--- config.mk ---
export PLATFORM = sky130hd
export DESIGN_NAME = pc_next_unit
export DESIGN_NICKNAME = d
export VERILOG_FILES = /design/src/rtl/pc_pkg.sv /design/src/rtl/pc_ras.sv /design/src/rtl/pc_next_unit.sv
export SDC_FILE = /design/constraint.sdc
export NUM_CORES = 1
export LEC_CHECK = 0
export ABC_AREA = 1
export BUFFER_PORTS_ARGS = -buffer_cell sky130_fd_sc_hd__clkbuf_2
export CAP_MARGIN = 20
export CORE_MARGIN = 2
export CORE_UTILIZATION = 53
export DETAILED_ROUTE_END_ITERATION = 10
export PLACE_DENSITY = 0.82
export SETUP_SLACK_MARGIN = 0.1
export SLEW_MARGIN = 20
export SYNTH_ARGS = -nofsm -noshare
export SYNTH_HDL_FRONTEND = slang
export SYNTH_SLANG_ARGS = --single-unit
--- constraint.sdc ---
create_clock -name clk -period 3.4 [get_ports clk]
set_clock_uncertainty 0.15 [all_clocks]
set_input_delay 0.34 -clock clk [delete_from_list [all_inputs] [get_ports clk]]
set_output_delay 0.34 -clock clk [all_outputs]
set_load 0.1 [all_outputs]
--- src/rtl/pc_pkg.sv ---
// Shared constants for the program-counter stage: next-PC select codes and instruction size.
// Imported by pc_next_unit and pc_ras.
package pc_pkg;

  localparam int ADDR_W_DEF  = 32;
  localparam int INSTR_BYTES = 4;

  localparam logic [1:0] NPC_SEQ = 2'd0;
  localparam logic [1:0] NPC_BR  = 2'd1;
  localparam logic [1:0] NPC_J   = 2'd2;
  localparam logic [1:0] NPC_JR  = 2'd3;

  // True when an address is not word aligned.
  function automatic logic is_misaligned(input logic [1:0] low_bits);
    return (low_bits != 2'b00);
  endfunction

endpackage

--- src/rtl/pc_ras.sv ---
// Circular return-address stack: a push when full overwrites the oldest entry, and the
// entry count saturates at DEPTH. Instantiated by pc_next_unit only when PC_RAS_EN is defined.
module pc_ras
  import pc_pkg::*;
#(
  parameter int ADDR_W = ADDR_W_DEF,
  parameter int DEPTH  = 4
) (
  input  logic              clk,
  input  logic              rst_n,
  input  logic              push,
  input  logic              pop_req,
  input  logic [ADDR_W-1:0] push_data,
  output logic [ADDR_W-1:0] top_data,
  output logic              pop_valid
);

  localparam int PTR_W = $clog2(DEPTH);
  localparam int CNT_W = PTR_W + 1;

  logic [ADDR_W-1:0] mem_r [DEPTH];
  logic [PTR_W-1:0]  ptr_r;
  logic [CNT_W-1:0]  cnt_r;
  logic [PTR_W-1:0]  top_idx_s;

  // ptr_r is the next free slot, so the newest entry sits one below it (modulo DEPTH).
  assign top_idx_s = ptr_r - PTR_W'(1);
  assign top_data  = mem_r[top_idx_s];
  assign pop_valid = pop_req & (cnt_r != CNT_W'(0));

  // Stack storage, pointer and occupancy update.
  always_ff @(posedge clk or negedge rst_n) begin
    if (!rst_n) begin
      ptr_r <= PTR_W'(0);
      cnt_r <= CNT_W'(0);
      for (int i = 0; i < DEPTH; i++) begin
        mem_r[i] <= {ADDR_W{1'b0}};
      end
    end else begin
      case ({push, pop_valid})
        2'b11: mem_r[top_idx_s] <= push_data;
        2'b10: begin
          mem_r[ptr_r] <= push_data;
          ptr_r        <= ptr_r + PTR_W'(1);
          if (cnt_r != CNT_W'(DEPTH)) begin
            cnt_r <= cnt_r + CNT_W'(1);
          end
        end
        2'b01: begin
          ptr_r <= top_idx_s;
          cnt_r <= cnt_r - CNT_W'(1);
        end
        default: ;
      endcase
    end
  end

endmodule

--- src/rtl/pc_next_unit.sv ---
// Program-counter stage: next-PC priority mux (JR > J/JAL > taken branch > PC+4), PC flop,
// redirect and sticky misalignment flags. Define PC_RAS_EN to add the return-address stack.
module pc_next_unit
  import pc_pkg::*;
#(
  parameter int              ADDR_W    = ADDR_W_DEF,
  parameter logic [ADDR_W-1:0] RESET_PC = {ADDR_W{1'b0}},
  parameter int              RAS_DEPTH = 4
) (
  input  logic              clk,
  input  logic              rst_n,
  input  logic              stall,
  input  logic              ctrl_branch,
  input  logic              branch_taken,
  input  logic              ctrl_jump,
  input  logic              ctrl_link,
  input  logic              ctrl_jr,
  input  logic              jr_is_ra,
  input  logic [25:0]       jump_index,
  input  logic [15:0]       branch_offset,
  input  logic [ADDR_W-1:0] jr_target,
  output logic [ADDR_W-1:0] pc_out,
  output logic [ADDR_W-1:0] pc_plus4,
  output logic              redirect,
  output logic              addr_misalign
);

  logic [ADDR_W-1:0] pc_r;
  logic              redirect_r;
  logic              misalign_r;
  logic [ADDR_W-1:0] br_target_s;
  logic [ADDR_W-1:0] j_target_s;
  logic [ADDR_W-1:0] jr_dest_s;
  logic [ADDR_W-1:0] target_s;
  logic [1:0]        sel_s;

  assign pc_plus4    = pc_r + ADDR_W'(INSTR_BYTES);
  assign br_target_s = pc_plus4 + {{(ADDR_W-18){branch_offset[15]}}, branch_offset, 2'b00};
  assign j_target_s  = {pc_plus4[ADDR_W-1:28], jump_index, 2'b00};

`ifdef PC_RAS_EN
  logic [ADDR_W-1:0] ras_top_s;
  logic              ras_hit_s;

  pc_ras #(
    .ADDR_W (ADDR_W),
    .DEPTH  (RAS_DEPTH)
  ) u_pc_ras (
    .clk       (clk),
    .rst_n     (rst_n),
    .push      (ctrl_link & ~stall),
    .pop_req   (ctrl_jr & jr_is_ra & ~stall),
    .push_data (pc_plus4),
    .top_data  (ras_top_s),
    .pop_valid (ras_hit_s)
  );

  // An empty stack falls back to the register-file value.
  assign jr_dest_s = ras_hit_s ? ras_top_s : jr_target;
`else
  logic jr_is_ra_unused_s;
  logic ctrl_link_unused_s;

  assign jr_is_ra_unused_s  = jr_is_ra;
  assign ctrl_link_unused_s = ctrl_link;
  assign jr_dest_s          = jr_target;
`endif

  // Next-PC source selection by fixed priority.
  always_comb begin
    sel_s = NPC_SEQ;
    if (ctrl_jr) begin
      sel_s = NPC_JR;
    end else if (ctrl_jump) begin
      sel_s = NPC_J;
    end else if (ctrl_branch && branch_taken) begin
      sel_s = NPC_BR;
    end else begin
      sel_s = NPC_SEQ;
    end
  end

  // Next-PC value for the selected source.
  always_comb begin
    target_s = pc_plus4;
    case (sel_s)
      NPC_JR:  target_s = jr_dest_s;
      NPC_J:   target_s = j_target_s;
      NPC_BR:  target_s = br_target_s;
      NPC_SEQ: target_s = pc_plus4;
      default: target_s = pc_plus4;
    endcase
  end

  // PC, redirect and sticky misalignment registers; stall freezes all of them.
  always_ff @(posedge clk or negedge rst_n) begin
    if (!rst_n) begin
      pc_r       <= RESET_PC;
      redirect_r <= 1'b0;
      misalign_r <= 1'b0;
    end else if (!stall) begin
      pc_r       <= {target_s[ADDR_W-1:2], 2'b00};
      redirect_r <= (sel_s != NPC_SEQ);
      if ((sel_s != NPC_SEQ) && is_misaligned(target_s[1:0])) begin
        misalign_r <= 1'b1;
      end
    end
  end

  assign pc_out        = pc_r;
  assign redirect      = redirect_r;
  assign addr_misalign = misalign_r;

endmodule
==> metrics.yaml, run 1 <==
worst_setup_path:
  critPathBufInv: 1
  cp_top_family: "simple AND/OR/NAND/NOR gates"
  r2r_end: "pc_out[28]$_DFFE_PN0N_"
  crit_path_top_delay_cell: "dfrtp_4"
  cpMostUsedCell: "nand2_1"
  crit_fanout: 5
  path_cells: "nand2_4 -> nor2_4 -> nand2_4 -> nor2_8 -> nand3_4 -> buf_4 -> xnor2_4 -> ha_1 -> a21oi_1 -> o21ai_0 -> nand2_1 -> nand2_1 -> a21oi_1 -> nand3_1 -> nand3_1 -> nand2_1 -> nand2_1 -> nand2_1"
  crit_required_ns: 3.43
  cp-end-kind: "flop"
  worstPathArrival_ns: 3.17
  r2r_slack_ns: 0.26
  max_stage_delay_ns: 0.48
  path_class: "flop to flop"
  reg2regPathDepth: 18
  rr_startpoint: "pc_out[4]$_DFFE_PN0N_"
  critPathLaunchType: "flop"
global_route:
  antenna_found_initial: 0
  grt_pass1_wl_um: 28400
  gr-max-usage-layer: "met2"
  grt_max_degree: 51
  grt_use_total_pct: 35.5
  grt.met1_usage_pct: 51.5
  grt_util_met2_pct: 56.8
  gr-usage-met3_pct: 2.76
  grt-ovfl-total: 0
  first_global_vias: 5829
timing:
  slew-limit-headroom_pct: 49.1
  grt_setup_unrepaired: "true"
  layout_min_cycle_time_ns: 3.14
  slew_violations: 0
  finalHoldViolCount: 0
  worst_slew_pin_slew_ns: 0.763
  fmax_ghz: 0.318
  min_period_over_period_pct: 92.4
  timing.hold.ws_ns: 0.135
  setup_viol: 0
hold_path:
  holdPathEnd: "pc_out[10]$_DFFE_PN0N_"
  hp-class: "primary input to flop"
  whs_path_depth: 3
  min-delay-start: "jr_target[10]"
placed_design:
  port_buffers: 142
  dp_hpwl_um: 15400
  gp_congestion: 1.06
route:
  drt-total-wl_um: 18700
  drc_errors: 0
  viasPerCell: 5.37
  antenna_left: 0
  routedWlPerCell_um: 15.1
  drt_pass1_iterations: 5
  dr_total_vias: 6640
  drt-initial-drc-count: 576
logic_synthesis:
  synth_area_sq_um: 5050
  syn_inst: 935
  seq_area_frac_synth_pct: 15.9
  avgSynthCellArea_sq_um: 5.40
  synth_warnings: 0
  ys_ff_latch: 32
  yosysUniqueCellTypes: 42
floorplanning:
  rows: 35
  dieArea_sq_um: 10300
  die-width_um: 102
  die_h_um: 102
  start_util_pct: 54.7
  io_pins: 149
  core_sq_um: 9240
finish:
  drive_gt1_share_pct: 32.2
  mostFrequentLayoutCell: "nand2_1"
  syn2layout_area_growth_pct: 40.8
  layout_common_cells: "nand2_1 (326), clkbuf_2 (142), inv_1 (110)"
  num-nets-final: 1225
  antenna_cells: 0
power_and_ir_drop:
  power_mw: 2.91
  max-vdd-ir-drop_mv: 0.381
  p_per_area_nw_per_um2: 409
  p_leak_nw: 3.73
clock_network:
  cts_tree: "built"
  cts.sinks: 32
  path_clk_slew_ns: 0.07
  clockRootBuffer: "clkbuf_8"
  cts_buffers: 5
  cts.htree.levels: 2
  cts_buffer_depth: 2
  clk_latency_ns: 0.29
run_status:
  status: "complete, no violations"
job:
  drv_cap: 0
## synth_stat cells, drive strengths merged
cell,n,area [sq um]
nand3,74,383
clkbuf,15,56.3
o21a,1,7.51
nand3b,3,22.5
inv,131,492
nor2,114,462
or2,4,25.0
buf,7,43.8
conb,1,3.75
a221oi,1,8.76
a21oi,61,305
o2111ai,1,8.76
o21ai,31,155
xnor2,3,41.3
a41oi,1,8.76
nand4,16,100
a21boi,1,7.51
nor3,15,80.1
and3,1,6.26
a21o,1,7.51
o211ai,4,30.0
o22ai,2,12.5
o21bai,10,78.8
xor2,9,78.8
fa,1,20.0
ha,35,438
and2,5,31.3
nand2,355,1340
dfrtp,32,801
## sequential cells by signal, summed over array words and instances, names as in the netlist
name and cells:
pc_out 30, redirect 1, addr_misalign 1
## per-layer routing
metal / routed length (um) / vias to the layer above / share of wire [%]
met1: 7970 / 3014 / 43
met2: 8570 / 295 / 46
met3: 1760 / 32 / 9.4
met4: 384 / 0 / 2.1
li1: - / 3299 / -
met5: 0 / - / 0
## cell families (layout without fill, tap and decap cells)
group / count (synthesis) / after routing / synth area share, %
DFF: 32 / 32 / 15.9
and+or+nand+nor: 587 / 587 / 48.4
adders and majority gates: 36 / 36 / 9.07
AOI/OAI and AO/OA: 114 / 114 / 12.5
other: 1 / 4 / 0.0743
buffers and inverters: 153 / 322 / 11.7
xor gates and xnor gates: 12 / 12 / 2.38
## power by group
group,internal [mW],switching (mW),total [mW]
combinational,0.517,1.50,2.02
clock,0.217,0.139,0.357
sequential,0.448,0.0816,0.529
total,1.18,1.72,2.91
## worst min-delay path: stages
cell      delay [ns]
clkbuf_2        0.08
o211ai_1        0.07
nand2_1         0.06
## what timing repair did
action,in CTS,in global routing
setup endpoints to repair,0,16
buffers inserted,0,20
endpoints found under the hold margin,22,0
hold buffers,1,0
gates resized for setup,0,58
## area by class of cell
cell class	count	area (sq um)
clock buffers	6	72.6
flip-flops and latches	32	888
multi-input cells	753	4370
well taps	129	161
repair buffers	183	1050
clock inverters	2	35.0
inverters	131	537
fillers	794	2130
## stage by stage
step                      std cells  utilization (%)  setup TNS (ns)  area [sq um]  setup slack (ns)
after floorplan                 938                -           -1.46          5660            -0.168
after global placement         1207             71.2               0          6580             0.187
after detailed placement       1207             71.2               0          6580             0.149
after CTS                      1216             72.5               0          6700             0.141
after global routing           1236             77.0               0          7110            0.0541
final                          1236             77.0               0          7110             0.260
## worst max path at each step
stage,endpoint,slack (ns),startpoint,cells after the start
6_report,pc_out[28]$_DFFE_PN0N_,0.26,pc_out[4]$_DFFE_PN0N_,18
5_1_grt,pc_out[31]$_DFFE_PN0N_,0.05,pc_out[2]$_DFFE_PN0N_,22
4_1_cts,pc_out[26]$_DFFE_PN0N_,0.14,pc_out[2]$_DFFE_PN0N_,19
3_5_place_dp,pc_out[26]$_DFFE_PN0N_,0.15,pc_out[2]$_DFFE_PN0N_,19
3_3_place_gp,pc_out[26]$_DFFE_PN0N_,0.19,pc_out[2]$_DFFE_PN0N_,19
2_1_floorplan,pc_out[29]$_DFFE_PN0N_,-0.17,pc_out[2]$_DFFE_PN0N_,20
Note: power is estimated with default switching activity, not from simulation.
==> run 2: changes to the inputs <==
--- a/config.mk
+++ b/config.mk
@@ -10,6 +10,7 @@
 export CAP_MARGIN = 20
 export CORE_MARGIN = 2
 export CORE_UTILIZATION = 53
+export CTS_BUF_LIST = sky130_fd_sc_hd__clkbuf_16
 export DETAILED_ROUTE_END_ITERATION = 10
 export PLACE_DENSITY = 0.82
 export SETUP_SLACK_MARGIN = 0.1
==> metrics.yaml, run 2 (synthesis gave the netlist of run 1 again) <==
run_status:
  status: "complete, but fails checks"
  violations: "hold timing"
clock_network:
  clockRootBuffer: "clkbuf_16"
  cts_tree: "built"
  cts_buffer_depth: 2
  cts.sinks: 32
  cts_buffers: 5
  cts_hold_buf: 0
  clk_latency_ns: 0.28
  path_clk_slew_ns: 0.05
  cts.htree.levels: 2
timing:
  finalHoldViolCount: 32
  grt_setup_unrepaired: "true"
  slew_violations: 0
  worst_slew_pin_slew_ns: 0.779
  fmax_ghz: 0.314
  min_period_over_period_pct: 93.7
  slew-limit-headroom_pct: 48.0
  setup_viol: 0
  layout_min_cycle_time_ns: 3.18
  timing.hold.ws_ns: -0.0221
floorplanning:
  start_util_pct: 54.7
  io_pins: 149
  die_h_um: 102
  rows: 35
  die-width_um: 102
  core_sq_um: 9240
  dieArea_sq_um: 10300
finish:
  antenna_cells: 0
  fin_area_sq_um: 7110
  mostFrequentLayoutCell: "nand2_1"
  num-nets-final: 1220
  final_cells: 1231
  drive_gt1_share_pct: 31.8
  syn2layout_area_growth_pct: 40.8
  largest_reg_flops: 30
  layout_common_cells: "nand2_1 (330), clkbuf_2 (142), inv_1 (112)"
  nFillCells: 795
worst_setup_path:
  cp-end-kind: "flop"
  rr_startpoint: "pc_out[2]$_DFFE_PN0N_"
  crit_fanout: 6
  worstPathArrival_ns: 3.20
  critPathLaunchType: "flop"
  crit_required_ns: 3.42
  path_class: "flop to flop"
  startpoint: "pc_out[2]$_DFFE_PN0N_"
global_route:
  grt_use_total_pct: 35.9
  first_global_vias: 5834
  antenna_found_initial: 0
  grt_pass1_wl_um: 28700
  grt-ovfl-total: 0
  grt_max_degree: 51
route:
  viasPerCell: 5.36
  drt-total-wl_um: 18700
  dr_total_vias: 6593
  drt_pass1_iterations: 6
  drt-initial-drc-count: 587
  antenna_left: 0
  drc_errors: 0
  routedWlPerCell_um: 15.2
placed_design:
  dp_hpwl_um: 15400
  port_buffers: 142
  postPlaceCellArea_sq_um: 6580
  gp_congestion: 1.06
  dp_cells: 1207
power_and_ir_drop:
  p_per_area_nw_per_um2: 426
  power_mw: 3.03
  max-vdd-ir-drop_mv: 0.478
  p_leak_nw: 3.73
job:
  drv_cap: 0
hold_path:
  hp-class: "primary input to async pin"
==> run 2: what timing repair did <==
action                                  in CTS  in global routing
endpoints found under the setup margin       0                 16
endpoints found under the hold margin        0                  0
buffers inserted                             0                 16
gates resized for setup                      0                 55
==> run 2: path summary, 6_finish.rpt <==
check,slack [ns],cells past startpoint,endpoint
max in group asynchronous,2.55,1,pc_out[2]$_DFFE_PN0N_
setup / recovery,0.22,20,pc_out[29]$_DFFE_PN0N_
setup reg to reg,0.22,20,pc_out[29]$_DFFE_PN0N_
min in group clk,0.14,3,pc_out[10]$_DFFE_PN0N_
hold / removal,-0.02,1,pc_out[30]$_DFFE_PN0N_
hold reg to reg,0.33,1,addr_misalign$_DFFE_PN0P_
==> run 2: per-layer routing <==
layer,up-vias,track usage (%),part of all wire [%]
li1,3290,-,-
met5,-,0,0
met4,0,9.56,1.9
met1,2972,52.0,44
met3,32,3.17,8.7
met2,299,57.4,46
==> run 2: final cells by class <==
type                       count  area, sq um  area share (%)
sequential                    32          888            12.5
tap                          129          161            2.27
clock buffer                   5          125            1.76
multi-input combinational    753         4370            61.4
inverter                     131          537            7.55
clock inverter                 3         38.8           0.546
timing repair buffer         178          993            14.0
==> run 2: per-stage QoR <==
stage	util (%)	TNS [ns]	worst slack, ns
2_1_floorplan	-	-1.46	-0.168
6_report	76.9	0	0.215
3_5_place_dp	71.2	0	0.149
3_3_place_gp	71.2	0	0.187
4_1_cts	73.0	0	0.130
5_1_grt	76.9	0	0.0269
==> run 2: power by group <==
part	switching [mW]	total, mW	internal, mW
logic	1.50	2.00	0.504
registers	0.0822	0.531	0.449
clock network	0.159	0.500	0.341
==> run 2: worst max-delay path, cell delays in order, from the launching register on <==
cell        delay [ns]
dfrtp_4           0.49
ha_4              0.19
nand3_4           0.11
inv_4             0.09
nand2_4           0.06
nor2_4            0.14
nand4_1           0.14
nand2_1           0.14
clkinvlp_4        0.15
ha_4              0.30
nand2_1           0.07
nand2_1           0.08
o21bai_2          0.23
a21oi_2           0.16
nor2_1            0.08
nor2_1            0.13
nand2_1           0.06
nand2_1           0.05
nand3_1           0.09
nand2_1           0.10
nand2_1           0.06
==> run 3: changes to the inputs <==
--- a/config.mk
+++ b/config.mk
@@ -13,7 +13,6 @@
 export CTS_BUF_LIST = sky130_fd_sc_hd__clkbuf_16
 export DETAILED_ROUTE_END_ITERATION = 10
 export PLACE_DENSITY = 0.82
-export SETUP_SLACK_MARGIN = 0.1
 export SLEW_MARGIN = 20
 export SYNTH_ARGS = -nofsm -noshare
 export SYNTH_HDL_FRONTEND = slang
==> constraint.sdc (replaced) <==
create_clock -name clk -period 3.4 [get_ports clk]
set_clock_uncertainty 0.15 [all_clocks]
set_input_delay 0.51 -clock clk [delete_from_list [all_inputs] [get_ports clk]]
set_output_delay 0.51 -clock clk [all_outputs]
set_load 0.1 [all_outputs]
==> metrics.yaml, run 3 (synthesis gave the netlist of run 1 again) <==
job:
  drv_cap: 0
floorplanning:
  die_h_um: 102
  dieArea_sq_um: 10300
  start_util_pct: 54.7
  rows: 35
  die-width_um: 102
  core_sq_um: 9240
  io_pins: 149
placed_design:
  port_buffers: 142
  gp_congestion: 1.07
  dp_hpwl_um: 15500
worst_setup_path:
  critPathLaunchType: "flop"
  path_class: "flop to flop"
  cp-end-kind: "flop"
  crit_required_ns: 3.41
  worstPathArrival_ns: 3.27
  crit_fanout: 5
clock_network:
  clockRootBuffer: "clkbuf_16"
  cts.sinks: 32
  cts_tree: "built"
  cts_buffer_depth: 2
  clk_latency_ns: 0.28
  cts.htree.levels: 2
  path_clk_slew_ns: 0.05
  cts_buffers: 5
finish:
  mostFrequentLayoutCell: "nand2_1"
  drive_gt1_share_pct: 28.8
  antenna_cells: 0
  post-route-util_pct: 74.3
  syn2layout_area_growth_pct: 35.9
  layout_common_cells: "nand2_1 (334), clkbuf_2 (142), inv_1 (115)"
  largest_reg_flops: 30
  num-nets-final: 1214
route:
  viasPerCell: 5.35
  drc_errors: 0
  drt-total-wl_um: 18700
  drt-initial-drc-count: 449
  drt_pass1_iterations: 5
  routedWlPerCell_um: 15.3
  dr_total_vias: 6552
  antenna_left: 0
power_and_ir_drop:
  max-vdd-ir-drop_mv: 0.481
  power_mw: 2.89
  p_int_mw: 1.19
  p_clk_share_pct: 14.5
  p_per_area_nw_per_um2: 421
  netSwitchingFraction_pct: 58.8
  pwr-share-seq_pct: 18.4
  p_sw_mw: 1.70
  power_frac_comb_pct: 67.1
  p_leak_nw: 3.65
timing:
  min_period_over_period_pct: 95.9
  slew_violations: 0
  layout_min_cycle_time_ns: 3.26
  setup_viol: 0
  slew-limit-headroom_pct: 47.1
  grt_setup_unrepaired: "true"
  worst_slew_pin_slew_ns: 0.793
  finalHoldViolCount: 0
  fmax_ghz: 0.307
global_route:
  grt_use_total_pct: 36.0
  antenna_found_initial: 0
  grt_pass1_wl_um: 28800
  grt-ovfl-total: 0
  first_global_vias: 5857
  grt_max_degree: 50
run_status:
  status: "complete, no violations"
hold_path:
  hp-class: "primary input to async pin"
==> run 3: cell types whose count changed in the layout (fill, tap and decap cells not counted), moves of 4 or more <==
cell / change
buf_4: -5
ha_1: +5
ha_4: -4
nand2_1: +4
nand3_1: +4
nand3_2: -4
nor2_1: +4
nor2_4: -5
==> run 3: layout make-up <==
cell class              instances  area [sq um]
flip-flops and latches         32           888
multi-input cells             753          4200
repair buffers                172           936
well taps                     129           161
clock buffers                   5           125
inverters                     131           537
clock inverters                 3          11.3
fillers                       850          2380
==> run 3: metal layers <==
| layer | track usage (%) | part of all wire, % | wire length (um) | vias up |
|---|---|---|---|---|
| met1 | 51.6 | 43 | 7980 | 2949 |
| met3 | 2.83 | 9.2 | 1730 | 42 |
| met2 | 58.0 | 45 | 8500 | 295 |
| li1 | - | - | - | 3266 |
| met5 | 0 | 0 | 0 | - |
| met4 | 10.2 | 2.6 | 484 | 0 |
==> run 3: worst paths after layout <==
kind                                           startpoint                         to  slack, ns  depth (start not counted)
worst max-delay path               pc_out[19]$_DFFE_PN0N_     pc_out[30]$_DFFE_PN0N_       0.14                         17
worst min-delay path                                rst_n     pc_out[27]$_DFFE_PN0N_       0.16                          1
worst max register to register     pc_out[19]$_DFFE_PN0N_     pc_out[30]$_DFFE_PN0N_       0.14                         17
worst min register to register  addr_misalign$_DFFE_PN0P_  addr_misalign$_DFFE_PN0P_       0.35                          1
max in group asynchronous                           rst_n      pc_out[4]$_DFFE_PN0N_       2.35                          1
min in group clk                             jr_target[9]      pc_out[9]$_DFFE_PN0N_       0.32                          3
==> run 3: metrics by stage <==
step                      setup TNS [ns]  instance area, sq um  worst slack, ns  cells  hold WS [ns]
final                                  0                  6860            0.141   1225         0.162
after global routing              -0.130                  6860          -0.0597   1225         0.228
after CTS                              0                  6660           0.0733   1210         0.176
after detailed placement               0                  6520           0.0940   1202         0.336
after global placement                 0                  6520            0.179   1202         0.308
after floorplan                    -1.47                  5640           -0.168    938        0.0644
==> run 3: critical path, cell delays in order, from the launching register on <==
cell and delay, ns:
dfrtp_4 0.48, nand2_1 0.13, nor2_4 0.17, nand2_1 0.07, nor3_1 0.36, nand2_1 0.14
and2_2 0.26, ha_1 0.29, a21oi_1 0.16, o21ai_0 0.17, a21oi_2 0.18, nor2_1 0.08
nor2_1 0.15, nand2_1 0.06, nand2_1 0.05, nand3_1 0.09, nand2_1 0.09, nand2_1 0.06
==> run 3: timing repair <==
item / in CTS / in global routing
setup endpoints to repair: 0 / 11
gates resized for setup: 0 / 23
setup buffers: 0 / 15
hold buffers: 0 / 0
==> run 3: power groups by stage <==
stage	clock [mW]	sequential (mW)	combinational [mW]
after floorplan	0	0.864	1.15
after global placement	0	0.544	1.84
after detailed placement	0	0.547	1.86
after CTS	0.420	0.541	1.86
after global routing	0.434	0.539	2.08
final	0.418	0.533	1.94
